===== src/rtl/twiddle_gen_qw.sv =====
`default_nettype none
// ---------------------------------------------------------------------------
// twiddle_gen_qw : FFT twiddle generator from a quarter-wave sine table
// Revision 1.0
// ---------------------------------------------------------------------------
module twiddle_gen_qw #(
  parameter int LOG2N       = 7,
  parameter int DW          = 16,
  parameter     c_INIT_FILE = "NONE",
  parameter int CNT_W       = LOG2N + 1
) (
  input  logic                    clk,
  input  logic                    rst_n,
  input  logic                    clk_en,
  input  logic                    in_valid,
  input  logic [LOG2N-1:0]        in_k,
  input  logic                    sw_start,
  input  logic [LOG2N-1:0]        sw_base,
  input  logic [LOG2N-1:0]        sw_stride,
  input  logic [CNT_W-1:0]        sw_count,
  output logic                    busy,
  output logic                    sw_done,
  output logic                    drop,
  output logic                    out_valid,
  output logic [LOG2N-1:0]        out_k,
  output logic signed [DW-1:0]    tw_re,
  output logic signed [DW-1:0]    tw_im
);

  localparam int              c_AW       = LOG2N - 1;
  localparam int              c_Q        = 1 << (LOG2N - 2);
  localparam logic [c_AW-1:0] c_Q_ADDR   = c_AW'(c_Q);
  localparam bit              c_ZERO_TAB = (c_INIT_FILE == "NONE");

  // T[i] = round(sin(pi*i/(N/2)) * (2^(DW-1)-1)), evaluated in 60-bit fixed point
  // with a Taylor series; any c_INIT_FILE other than "NONE" selects this table.
  function automatic logic [DW-1:0] sine_entry(input int idx);
    logic [127:0] x, x2, term, acc, prod;
    x    = (128'h3243F6A8885A308D * 128'(idx)) / 128'(2 * c_Q);
    x2   = (x * x) >> 60;
    term = x;
    acc  = x;
    for (int n = 1; n <= 13; n++) begin
      term = ((term * x2) >> 60) / 128'((2 * n) * (2 * n + 1));
      if ((n % 2) == 1) acc = acc - term;
      else              acc = acc + term;
    end
    prod = (acc * ((128'd1 << (DW - 1)) - 128'd1) + (128'd1 << 59)) >> 60;
    return DW'(prod);
  endfunction

  logic [DW-1:0] tab [c_Q+1];

  for (genvar gi = 0; gi <= c_Q; gi++) begin : g_tab
    if (c_ZERO_TAB) begin : g_zero
      assign tab[gi] = '0;
    end else begin : g_sine
      localparam logic [DW-1:0] c_VAL = sine_entry(gi);
      assign tab[gi] = c_VAL;
    end
  end

  typedef enum logic [1:0] {ST_IDLE = 2'd0, ST_RUN = 2'd1, ST_DRAIN = 2'd2} state_t;

  state_t            state_q, state_d;
  logic [LOG2N-1:0]  idx_q, idx_d, stride_q, stride_d;
  logic [CNT_W-1:0]  rem_q, rem_d;
  logic              drop_q, drop_d;

  logic              inj_valid, inj_last;
  logic [LOG2N-1:0]  inj_k;

  logic              s1_valid_q, s1_valid_d, s1_last_q, s1_last_d;
  logic [LOG2N-1:0]  s1_k_q, s1_k_d;
  logic [1:0]        s1_quad_q, s1_quad_d;
  logic [c_AW-1:0]   s1_addr_a_q, s1_addr_a_d, s1_addr_b_q, s1_addr_b_d;

  logic              s2_valid_q, s2_valid_d, s2_last_q, s2_last_d;
  logic [LOG2N-1:0]  s2_k_q, s2_k_d;
  logic [1:0]        s2_quad_q, s2_quad_d;
  logic [DW-1:0]     s2_ta_q, s2_ta_d, s2_tb_q, s2_tb_d;

  logic              out_valid_q, out_valid_d, sw_done_q, sw_done_d;
  logic [LOG2N-1:0]  out_k_q, out_k_d;
  logic [DW-1:0]     tw_re_q, tw_re_d, tw_im_q, tw_im_d;
  logic [DW-1:0]     neg_a, neg_b;

  always_comb begin : p_ctrl
    state_d   = state_q;
    idx_d     = idx_q;
    rem_d     = rem_q;
    stride_d  = stride_q;
    drop_d    = 1'b0;
    inj_valid = 1'b0;
    inj_last  = 1'b0;
    inj_k     = in_k;
    unique case (state_q)
      ST_IDLE: begin
        if (sw_start) begin
          drop_d = in_valid;
          if (sw_count != '0) begin
            state_d  = ST_RUN;
            idx_d    = sw_base;
            rem_d    = sw_count;
            stride_d = sw_stride;
          end
        end else if (in_valid) begin
          inj_valid = 1'b1;
          inj_k     = in_k;
        end
      end
      ST_RUN: begin
        drop_d    = sw_start | in_valid;
        inj_valid = 1'b1;
        inj_k     = idx_q;
        idx_d     = idx_q + stride_q;
        rem_d     = rem_q - CNT_W'(1);
        if (rem_q == CNT_W'(1)) begin
          inj_last = 1'b1;
          state_d  = ST_DRAIN;
        end
      end
      ST_DRAIN: begin
        drop_d = sw_start | in_valid;
        // Leave as the tagged last index enters the output register.
        if (s2_valid_q && s2_last_q) state_d = ST_IDLE;
      end
      default: state_d = ST_IDLE;
    endcase
  end

  always_comb begin : p_pipe
    s1_valid_d  = inj_valid;
    s1_last_d   = inj_last;
    s1_k_d      = inj_k;
    s1_quad_d   = inj_k[LOG2N-1 -: 2];
    s1_addr_a_d = {1'b0, inj_k[LOG2N-3:0]};
    s1_addr_b_d = c_Q_ADDR - {1'b0, inj_k[LOG2N-3:0]};

    s2_valid_d  = s1_valid_q;
    s2_last_d   = s1_last_q;
    s2_k_d      = s1_k_q;
    s2_quad_d   = s1_quad_q;
    s2_ta_d     = tab[s1_addr_a_q];
    s2_tb_d     = tab[s1_addr_b_q];

    neg_a       = '0 - s2_ta_q;
    neg_b       = '0 - s2_tb_q;
    out_valid_d = s2_valid_q;
    sw_done_d   = s2_valid_q & s2_last_q;
    out_k_d     = out_k_q;
    tw_re_d     = tw_re_q;
    tw_im_d     = tw_im_q;
    if (s2_valid_q) begin
      out_k_d = s2_k_q;
      // ta = T[r], tb = T[Q-r]; tw_im carries -sin.
      unique case (s2_quad_q)
        2'd0:    begin tw_re_d = s2_tb_q; tw_im_d = neg_a;   end
        2'd1:    begin tw_re_d = neg_a;   tw_im_d = neg_b;   end
        2'd2:    begin tw_re_d = neg_b;   tw_im_d = s2_ta_q; end
        default: begin tw_re_d = s2_ta_q; tw_im_d = s2_tb_q; end
      endcase
    end
  end

  always_ff @(posedge clk or negedge rst_n) begin
    if (!rst_n) begin
      state_q     <= ST_IDLE;
      idx_q       <= '0;
      stride_q    <= '0;
      rem_q       <= '0;
      drop_q      <= 1'b0;
      s1_valid_q  <= 1'b0;
      s1_last_q   <= 1'b0;
      s1_k_q      <= '0;
      s1_quad_q   <= '0;
      s1_addr_a_q <= '0;
      s1_addr_b_q <= '0;
      s2_valid_q  <= 1'b0;
      s2_last_q   <= 1'b0;
      s2_k_q      <= '0;
      s2_quad_q   <= '0;
      s2_ta_q     <= '0;
      s2_tb_q     <= '0;
      out_valid_q <= 1'b0;
      sw_done_q   <= 1'b0;
      out_k_q     <= '0;
      tw_re_q     <= '0;
      tw_im_q     <= '0;
    end else if (clk_en) begin
      state_q     <= state_d;
      idx_q       <= idx_d;
      stride_q    <= stride_d;
      rem_q       <= rem_d;
      drop_q      <= drop_d;
      s1_valid_q  <= s1_valid_d;
      s1_last_q   <= s1_last_d;
      s1_k_q      <= s1_k_d;
      s1_quad_q   <= s1_quad_d;
      s1_addr_a_q <= s1_addr_a_d;
      s1_addr_b_q <= s1_addr_b_d;
      s2_valid_q  <= s2_valid_d;
      s2_last_q   <= s2_last_d;
      s2_k_q      <= s2_k_d;
      s2_quad_q   <= s2_quad_d;
      s2_ta_q     <= s2_ta_d;
      s2_tb_q     <= s2_tb_d;
      out_valid_q <= out_valid_d;
      sw_done_q   <= sw_done_d;
      out_k_q     <= out_k_d;
      tw_re_q     <= tw_re_d;
      tw_im_q     <= tw_im_d;
    end
  end

  assign busy      = (state_q != ST_IDLE);
  assign sw_done   = sw_done_q;
  assign drop      = drop_q;
  assign out_valid = out_valid_q;
  assign out_k     = out_k_q;
  assign tw_re     = $signed(tw_re_q);
  assign tw_im     = $signed(tw_im_q);

endmodule
`default_nettype wire


===== config.mk =====
export PLATFORM = sky130hd
export DESIGN_NAME = twiddle_gen_qw
export DESIGN_NICKNAME = d
export VERILOG_FILES = /design/src/rtl/twiddle_gen_qw.sv
export SDC_FILE = /design/constraint.sdc
export NUM_CORES = 1
export LEC_CHECK = 0
export ABC_AREA = 1
export CORE_ASPECT_RATIO = 0.7
export CORE_UTILIZATION = 50
export CTS_BUF_LIST = sky130_fd_sc_hd__clkbuf_2 sky130_fd_sc_hd__clkbuf_4 sky130_fd_sc_hd__clkbuf_8
export DETAILED_ROUTE_END_ITERATION = 10
export GPL_ROUTABILITY_DRIVEN = 0
export PLACE_DENSITY = 0.92
export SYNTH_ARGS = -nofsm -noshare
export SYNTH_HDL_FRONTEND = slang
export SYNTH_SLANG_ARGS = --single-unit
export TNS_END_PERCENT = 1

===== constraint.sdc =====
create_clock -name clk -period 1.7 [get_ports clk]
set_input_delay 0.255 -clock clk [delete_from_list [all_inputs] [get_ports clk]]
set_output_delay 0.255 -clock clk [all_outputs]
set_load 0.005 [all_outputs]

==> results.py <==
metrics = {
    "floorplan": {
        "chipHeight_um": 67.2,
        "dieWidth_um": 95.2,
        "initial_core_util": 0.526,
        "dieArea_sq_um": 6400,
        "rows": 23,
        "io_pins": 77,
        "core_sq_um": 5780,
    },
    "sta": {
        "period_share": 0.974,
        "setup_tns_ns": 0,
        "final-max-slew-violation-count": 0,
        "period_needed_ns": 1.66,
        "rsz0062_at_grt": "true",
        "finalSetupViolations": 0,
        "fin_skew_ns": 0.00585,
        "hold_viol_final": 0,
        "holdWs_ns": 0.460,
        "timing.fmax_ghz": 0.604,
    },
    "layout": {
        "final_net_count": 493,
        "areaGrowthSynthToFinish_pct": 18.8,
        "mostFrequentLayoutCells": "nand2_1 (126), dfrtp_1 (52), o21ai_0 (46)",
        "final_common_cell": "nand2_1",
        "layout-drive-gt1-share": 0.0805,
        "layoutNonFillerInstCount": 522,
        "diodes": 0,
        "finish.instance_area_sq_um": 3610,
        "fillerInstances": 497,
    },
    "global_route": {
        "grt_first_pass_wirelength_mm": 10.2,
        "grt_usage": 0.210,
        "grt-ovfl-total": 0,
        "grt_max_degree": 53,
        "grt_pass1_vias": 2330,
        "antenna_found_initial": 0,
    },
    "logic_synthesis": {
        "syn_area_sq_um": 3040,
        "synthDistinctLibCells": 27,
        "ys_ff_latch": 52,
        "async_flop_share": 1.00,
        "avgSynthCellArea_sq_um": 7.70,
        "yosys_warnings": 0,
        "ys_seq_area_frac": 0.428,
        "synth_top_flop_cell": "dfrtp_1",
        "synth-edff-count": 0,
        "netlist_instances": 395,
    },
    "power": {
        "leakage_nw": 1.83,
        "peakVddDrop_v": 0.000631,
        "power_mw": 5.84,
        "power_density_nw_per_um2": 1620,
    },
    "worst_setup_path": {
        "crit_path_start": "stride_q[0]$_DFFE_PN0P_",
        "r2r_start": "stride_q[0]$_DFFE_PN0P_",
        "worstPathMaxFanout": 3,
        "r2r_cells": 10,
        "crit_type": "reg -> reg",
        "arrival_ns": 1.87,
        "cp-start-kind": "flop",
        "worst_setup_path_end_kind": "flop",
        "cp.required_ns": 1.92,
    },
    "detailed_routing": {
        "drc_errors": 0,
        "routed_via_density": 5.02,
        "wl_met2_mm": 3.13,
        "wl_met1_mm": 2.83,
        "vias": 2623,
        "met3_length_um": 481,
        "wl_mm": 6.51,
        "first_iter_violations": 236,
        "wl_per_cell_um": 12.5,
        "drtPass1Iterations": 5,
        "routed.top_layer": "met4",
        "ant_nets": 0,
    },
    "clock_network": {
        "clk_pin_slew_ns": 0.10,
        "clkLatencyLatePin_ns": 0.32,
        "root_buffer": "clkbuf_8",
        "cts_tree": "built",
        "clk_path_buf_depth": 2,
        "htree_levels": 2,
        "clkSinkCount": 52,
        "cts_inserted_buffers": 5,
    },
    "hold_path": {
        "hold_class": "in -> async",
    },
    "placement": {
        "place_inst": 507,
        "dpl_cell_area_sq_um": 3430,
        "port-buffer-count": 44,
        "dp_hpwl_mm": 4.69,
    },
    "job": {
        "drv_cap": 0,
    },
    "outcome": {
        "status": "finished clean",
    },
}
[per-stage QoR]
step	setup slack, ns	utilization
floorplan	0.124	-
global placement	0.0825	0.593
detailed placement	-0.0171	0.593
CTS	0.0236	0.614
global route	-0.0665	0.624
finish	0.0441	0.624
[layout make-up]
class	count	area [sq um]	area share
Multi-Input combinational cell	293	1420	0.394
Sequential cell	52	1300	0.360
Timing Repair Buffer	59	562	0.156
Inverter	35	136	0.0378
Tap cell	75	93.8	0.0260
Clock buffer	5	68.8	0.0191
Clock inverter	3	26.3	0.00728
[cells by family (layout without fill, tap and decap cells)]
| group | after synthesis | in the layout | share of synthesized area |
|---|---|---|---|
| simple gates | 182 | 182 | 0.243 |
| buf+inv | 81 | 102 | 0.153 |
| compound gates | 63 | 63 | 0.110 |
| flops | 52 | 52 | 0.428 |
| fa+ha+maj | 13 | 13 | 0.0560 |
| xor+xnor | 3 | 3 | 0.00864 |
| other cells | 1 | 32 | 0.00123 |
[what timing repair did]
action                     4_1_cts  5_1_grt
gates resized for setup          3        5
hold buffers                     1        0
hold endpoints to repair        52        0
pin swaps                        0        6
buffers inserted                 2        4
setup endpoints to repair        3        3
[synth_stat cells, types with 4 or more instances]
| cell type | instances | area share |
|---|---|---|
| a21oi_1 | 5 | 0.0082 |
| buf_2 | 5 | 0.0082 |
| buf_4 | 34 | 0.084 |
| clkbuf_1 | 4 | 0.0049 |
| dfrtp_1 | 52 | 0.43 |
| ha_1 | 12 | 0.049 |
| inv_1 | 32 | 0.040 |
| nand2_1 | 128 | 0.16 |
| nand3_1 | 16 | 0.026 |
| nor2_1 | 30 | 0.037 |
| o21ai_0 | 46 | 0.076 |
| o21ai_1 | 8 | 0.013 |
[report_power, final]
part	switching (mW)	internal, mW
logic	1.71	1.27
clock network	0.438	0.303
registers	0.375	1.75
total	2.52	3.32
[path summary, 6_finish.rpt]
| kind | end | slack, ns |
|---|---|---|
| min in group clk | stride_q[2]$_DFFE_PN0P_ | 0.47 |
| max reg2reg | idx_q[6]$_DFFE_PN0P_ | 0.04 |
| max in group asynchronous | s1_k_q[0]$_DFFE_PN0P_ | 1.03 |
| max | idx_q[6]$_DFFE_PN0P_ | 0.04 |
| min | out_k[3]$_DFFE_PN0P_ | 0.46 |
| min reg2reg | out_valid_d$_DFFE_PN0P_ | 0.49 |
[critical path, stage by stage, from the launching register on]
cell      delay [ns]
dfrtp_1         0.43
ha_4            0.18
fa_2            0.39
nand2_2         0.09
nand2_2         0.06
nand3b_1        0.11
nand2_1         0.06
nand2_1         0.06
nand3_1         0.06
nand2_1         0.08
nand2_1         0.04
[state kept, by name, indices dropped and copies added, names as in the netlist]
name         flops
rem_q            8
out_valid        1
s1_k_q           7
s1_valid_q       1
drop             1
out_k            7
s1_last_q        1
stride_q         7
sw_done          1
idx_q            7
state_q          2
s2_k_q           7
out_valid_d      1
s2_last_q        1
[layer usage]
layer  up-vias  global-route usage
met5         -                   0
met4         0              0.0720
met3         9              0.0484
met2       115               0.351
met1      1216               0.270
li1       1283                   -
Note: power is estimated with default switching activity, not from simulation.
